--- config.mk ---
export PLATFORM = sky130hd
export DESIGN_NAME = rf_rename
export DESIGN_NICKNAME = d
export VERILOG_FILES = /design/src/rtl/rf_rename.sv
export SDC_FILE = /design/constraint.sdc
export NUM_CORES = 2
export LEC_CHECK = 0
export ABC_CLOCK_PERIOD_IN_PS = 12850
export CORE_AREA = 2 2 352 354
export DETAILED_ROUTE_END_ITERATION = 10
export DIE_AREA = 0 0 354 356
export PLACE_DENSITY = 0.83
export SLEW_MARGIN = 0
export SYNTH_ARGS = -nofsm -noshare
export SYNTH_HDL_FRONTEND = slang
export SYNTH_SLANG_ARGS = --single-unit
export TNS_END_PERCENT = 1
--- constraint.sdc ---
create_clock -name clk -period 12.85 [get_ports clk]
set_clock_uncertainty 0.15 [all_clocks]
set_input_delay 3.2125 -clock clk [delete_from_list [all_inputs] [get_ports clk]]
set_output_delay 3.2125 -clock clk [all_outputs]
set_load 0.01 [all_outputs]
--- src/rtl/rf_rename.sv ---
// rf_rename: register file + rename/busy table; operands registered 1 cycle after issue, stall holds them.
// Define RF_BYPASS_EN to forward a same-cycle matching commit straight into a busy source operand.
module rf_rename #(
  parameter int XLEN  = 32,
  parameter int NREG  = 32,
  parameter int TAG_W = 3,
  localparam int AW   = $clog2(NREG)
) (
  input  logic             clk,
  input  logic             rst,
  input  logic             stall,
  input  logic             flush,
  input  logic             iss_valid,
  input  logic [AW-1:0]    iss_rs1,
  input  logic [AW-1:0]    iss_rs2,
  input  logic [AW-1:0]    iss_rd,
  input  logic [TAG_W-1:0] iss_tag,
  input  logic             cmt_valid,
  input  logic [AW-1:0]    cmt_rd,
  input  logic [TAG_W-1:0] cmt_tag,
  input  logic [XLEN-1:0]  cmt_data,
  output logic             op_valid,
  output logic [XLEN-1:0]  op1_val,
  output logic [XLEN-1:0]  op2_val,
  output logic             op1_rdy,
  output logic             op2_rdy,
  output logic [TAG_W-1:0] op1_tag,
  output logic [TAG_W-1:0] op2_tag,
  input  logic [AW-1:0]    dbg_addr,
  output logic [XLEN-1:0]  dbg_data
);

  typedef struct packed {
    logic             rdy;
    logic [TAG_W-1:0] tag;
    logic [XLEN-1:0]  val;
  } opnd_t;

  logic [XLEN-1:0]  regs [NREG];
  logic [NREG-1:0]  busy;
  logic [TAG_W-1:0] tag  [NREG];

  opnd_t src1, src2;

  // Sources see the mapping as it stood before this edge, so rs==rd returns the older producer.
  function automatic opnd_t read_src(input logic [AW-1:0] s);
    opnd_t o;
    o.rdy = 1'b1;
    o.tag = '0;
    o.val = '0;
    if (s != '0) begin
      if (!busy[s]) begin
        o.val = regs[s];
      end else begin
        o.rdy = 1'b0;
        o.tag = tag[s];
`ifdef RF_BYPASS_EN
        if (cmt_valid && (cmt_rd == s) && (cmt_tag == tag[s])) begin
          o.rdy = 1'b1;
          o.tag = '0;
          o.val = cmt_data;
        end
`endif
      end
    end
    return o;
  endfunction

  always_comb begin
    src1 = read_src(iss_rs1);
    src2 = read_src(iss_rs2);
  end

  always_ff @(posedge clk) begin
    if (!rst) begin
      for (int i = 0; i < NREG; i++) begin
        regs[i] <= '0;
        tag[i]  <= '0;
      end
      busy     <= '0;
      op_valid <= 1'b0;
      op1_val  <= '0;
      op2_val  <= '0;
      op1_rdy  <= 1'b0;
      op2_rdy  <= 1'b0;
      op1_tag  <= '0;
      op2_tag  <= '0;
      dbg_data <= '0;
    end else begin
      dbg_data <= regs[dbg_addr];

      // Data always lands; busy only clears for the youngest producer.
      if (cmt_valid && (cmt_rd != '0)) begin
        regs[cmt_rd] <= cmt_data;
        if (busy[cmt_rd] && (tag[cmt_rd] == cmt_tag))
          busy[cmt_rd] <= 1'b0;
      end

      if (!stall) begin
        if (iss_valid && !flush) begin
          op_valid <= 1'b1;
          op1_val  <= src1.val;
          op1_rdy  <= src1.rdy;
          op1_tag  <= src1.tag;
          op2_val  <= src2.val;
          op2_rdy  <= src2.rdy;
          op2_tag  <= src2.tag;
          // Placed after the commit so a same-rd rename wins over the busy clear.
          if (iss_rd != '0) begin
            busy[iss_rd] <= 1'b1;
            tag[iss_rd]  <= iss_tag;
          end
        end else begin
          op_valid <= 1'b0;
        end
      end

      if (flush)
        busy <= '0;
    end
  end

endmodule

=== Word-level counts from Yosys, hierarchy flattened ===
Memories as Yosys holds them, arrays and structs flattened. A register that Yosys moved wholly into a read port is not among the register bits.
Cells that the tools add are included.

* Mux-type cells: 38
* Reductions and logical operators: 15
* Equality and inequality tests: 1
* Bitwise gates (word level): 5
* Order comparisons: 6

{| class="wikitable"
|+ Operators with widths
! operator !! count
|-
| 32-bit 2-to-1 mux || 9
|-
| 36-bit 2-to-1 mux || 2
|-
| 32-bit bitwise AND || 1
|-
| 32-bit inverter || 1
|-
| 32-bit OR || 1
|-
| 32-bit OR reduction || 1
|-
| 5-bit by 6-bit less-than comparator with 1-bit output, second input constant || 4
|-
| 5-bit nonzero test || 4
|-
| 1-bit 2-to-1 mux || 17
|-
| 1-bit binary-select mux with 5-bit select || 3
|-
| 1-bit demux with 5-bit select || 2
|-
| 5-bit by 1-bit greater-or-equal comparator with 1-bit output, second input constant || 2
|-
| 5-bit 2-to-1 mux || 2
|-
| 4-bit 2-to-1 mux || 2
|-
| 1-bit logical AND || 5
|-
| 3-bit equality test || 1
|-
| 3-bit 2-to-1 mux || 1
|-
| 3-bit OR reduction || 1
|-
| 1-bit logical NOT || 2
|-
| 1-bit inverter || 2
|-
| 2-bit AND reduction || 1
|-
| 2-bit OR reduction || 1
|}

* Bits in writable memories: 1120
* Output and inout bits: 105
* Input port bits: 69
* Register bits: 105
* Word-level logic and storage cells: 75
* Memories kept: 2

{| class="wikitable"
|+ Memories
! memory !! depth !! bits a word !! rd ports !! clocked after Yosys merged registers in !! write ports !! RTL line !! RTL
|-
| regs || 32 || 32 || 3 || 1 || 32 || 39 || <nowiki>logic [XLEN-1:0] regs [NREG];</nowiki>
|-
| tag || 32 || 3 || 3 || 0 || 32 || 41 || <nowiki>logic [TAG_W-1:0] tag [NREG];</nowiki>
|}

=== Longest topological paths before layout ===
* Depth in word-level cells: 13
* Depth in mapped cells: 11
* Depth with buffers taken out: 7

=== Least setup slack after synthesis ===
OpenSTA, ideal clock, no wires.

* Path type: input port to flip-flop
* Start: input port cmt_rd[3]
* End: memory regs[26][0] (enable)
* Path slack: 5.571 ns
* Arrival: 6.663 ns
* Library setup time: 0.466 ns
* Path buffers: 3
* Required time: 12.234 ns
* Stages on the path: 6
* Cell sequence: buf_2 -> clkbuf_1 -> clkbuf_1 -> nor2b_1 -> nand3_1 -> o21ai_0

{| class="wikitable"
|+ RTL lines
! item !! RTL line !! RTL
|-
| start, declared || 19 || <nowiki>input logic [AW-1:0] cmt_rd,</nowiki>
|-
| end, declared || 39 ||
|}

=== Final worst setup path ===
* Start: input port iss_rs1[0]
* End: register op1_val[6]

* Word-level cells in the longest chain between the ends: 4
* Elaborated cells between the ends (all ways): 6
* Those cells by class: mux: 4; reduce/logical: 1; memory: 1

{| class="wikitable"
|+ Ends and longest elaborated chain
! item !! RTL line !! RTL
|-
| start, declared || 14 || <nowiki>input logic [AW-1:0] iss_rs1,</nowiki>
|-
| 1-bit binary-select mux with 5-bit select || 52 || <nowiki>if (!busy[s]) begin</nowiki>
|-
| 1-bit 2-to-1 mux (not written as such) || 52 ||
|-
| 32-bit 2-to-1 mux || 52 ||
|-
| 36-bit 2-to-1 mux * || 51 || <nowiki>if (s != '0) begin</nowiki>
|-
| end signal, assigned || 102 || <nowiki>op1_val <= src1.val;</nowiki>
|-
| end, declared || 23 || <nowiki>output logic [XLEN-1:0] op1_val,</nowiki>
|}

Every way passes the cells marked *; elsewhere a longest branch is shown, timed or not. The select of a mux whose other input is x is not followed.
A chain may end at the register's enable or synchronous reset.

==> metrics <==
# DRC=0; Slew Limit Fails=0; top_reg_cell synth=edfxtp_1; Core Area=0.123 mm2; CTS tree=yes; largest net degree at the start of global routing=145; sequential area share after synthesis=49.9%; Die Height=356 um; Finished Layout Cells=6339; min Tclk post-route=6860 ps; global route total overflow=0; Unique masters post-synth=45; final setup fails=0; Setup crit end kind=register; area leader, netlist=edfxtp_1; first-pass GRT wire length=354 mm; maximum vdd drop=0.148 mV; setup TNS=0 ps; Startpoint Class=input pin; Final period util=53.4%; final instance area=0.0809 mm2; Fin. Hold Viols=0; Worst EP arrival=7420 ps; Ports=174; Initial Utilization=59.4%; placed insts=6068; Largest stage delay, worst path=750 ps; mapped cell area=0.0729 mm2; Clock Pin Slew Worst Setup and Hold Paths=60 ps; drt via density=7.80; Worst Hold Class=reg -> reg; Nets=4638; all-layer global routing usage=40.0%; asr flop ratio synth=0%; WL per Instance=39.3 um; DP Area=0.0764 mm2; Avg Inst Size Synth=15.8 um2; DIE AREA=0.126 mm2; clock sink count=1257; DR iter-0 viols=9743; hold_ws=304 ps; routability cong.=0.918; root buffer cell=clkbuf_16; largest cells by area after synthesis=edfxtp_1, mux4_2, and2_1; clk buf depth=3; worst-skew pair later-pin latency=800 ps; number of global-route vias before repair=49400; initial antenna violation count=24; Synth Warn #=0; LEAKAGE=27.1 nW; RSZ-0062 raised after global routing=no; CTS Hold Bufs=0; Routed WL=249 mm; fill cell total of the finished layout=8023; postcts setup bufs=0; PortBufs=173; CP max FO=106; Worst EP required=13400 ps; Yosys reg bits=1257; chip width=354 um; maxcap violations=0; Routed Antenna Nets=0; P&R area growth vs syn=10.9%; Synth top area share=46.1%; P per Cell Area=128 mW/mm2; worst-path cell chain=buf_8, buf_12, mux4_2, mux4_2, mux2i_1, nand3_2, buf_4, o21ai_0; Gate Count Post-Synth=4616; count leader, synth=edfxtp_1; slew at the pin with the worst max-slew slack=1440 ps; number of gates resized after CTS=0; DR pass1 iterations=6; CTS Buf Count=136; total number of vias=49400; Fmax achieved=146 MHz; status=finished, final reports clean; FP Rows=129; slew margin rel.=3.48%; Crit-path slowest cell=buf_12; Setup CP Type=in -> reg; share of cells above drive strength 1=31.2%; Post-DP HPWL=140 mm; CTS H-tree lvls=4; Synth top cells by count=edfxtp_1, mux4_2, and2_1; number of synthesized flops with an enable pin=1120; Crit path top cell by count=mux4_2
-- logic make-up after synthesis --
family                 after synthesis  share of synthesized area, %
AOI/OAI and AO/OA                  207                          1.55
buffers and inverters              532                          2.82
DFF                               1257                          49.9
muxes                             1204                          34.5
other                                1                       0.00514
and+or+nand+nor                   1415                          11.2
-- per-layer routing --
metal | vias to the layer above | global-route usage (%) | part of all wire, %
li1 | 18300 | - | -
met4 | 20 | 25.6 | 7.5
met1 | 24600 | 49.8 | 31
met3 | 1207 | 16.5 | 17
met2 | 5249 | 58.4 | 45
met5 | - | 0.679 | 0.16
-- final cells by class --
type                       instances  area (um2)  area share [%]
multi-input combinational       2861       35200            43.5
sequential                      1257       36400            45.0
timing repair buffer             285        2670            3.31
clock inverter                    60         574           0.710
inverter                          28         105           0.130
antenna                           23        57.6          0.0712
tap                             1637        2050            2.53
clock buffer                     188        3850            4.77
-- report_power, final --
group	switching (mW)	internal, mW
combinational	0.783	0.719
sequential	0.177	4.68
clock	1.70	2.27
-- stage by stage --
| step | setup slack, ps | power (mW) | utilization [%] |
|---|---|---|---|
| global route | 5850 | 10.5 | 65.9 |
| detailed placement | 5220 | 6.38 | 62.3 |
| floorplan | 5570 | 5.85 | - |
| CTS | 6030 | 10.3 | 65.9 |
| global placement | 5300 | 6.34 | 62.3 |
| finish | 5990 | 10.3 | 65.9 |
-- layout by cell type (no fill, tap or decap), drive strengths merged, types with 6 or more instances in the layout --
cell	Yosys	final
a21oi	9	9
a31oi	26	26
and2	996	996
buf	97	129
bufinv	0	8
clkbuf	407	188
clkdlybuf4s50	0	156
clkinv	0	35
clkinvlp	0	8
conb	1	35
dfxtp	137	137
diode	0	23
edfxtp	1120	1120
inv	28	37
mux2i	155	155
mux4	1046	1046
nand2	145	145
nand2b	6	6
nand3	13	13
nand4b	6	6
nor2	150	150
nor3	35	35
nor4	23	23
o21ai	140	140
o22ai	26	26
or4bb	6	6
-- path summary, 6_finish.rpt --
kind / cells past startpoint / startpoint / to / slack [ps]
setup / recovery: 8 / iss_rs1[0] / op1_val[6] / 5990
hold / removal: 2 / op1_val[18] / op1_val[18] / 300
setup reg to reg: 6 / busy[31] / op2_val[13] / 9390
hold reg to reg: 2 / op1_val[18] / op1_val[18] / 300
-- critical path, delay by kind of cell --
family	cells	cell delay, ps
compound gates	1	240
mux	3	1330
buf+inv	3	1850
simple gates	1	630
-- state kept, by name, indices dropped and copies added, names as in the netlist --
signal,count
op1_rdy,1
regs,1024
dbg_data,32
op2_rdy,1
op1_val,32
busy,32
tag,96
op2_tag,3
op1_tag,3
op_valid,1
op2_val,32
Note: power is estimated with default switching activity, not from simulation.
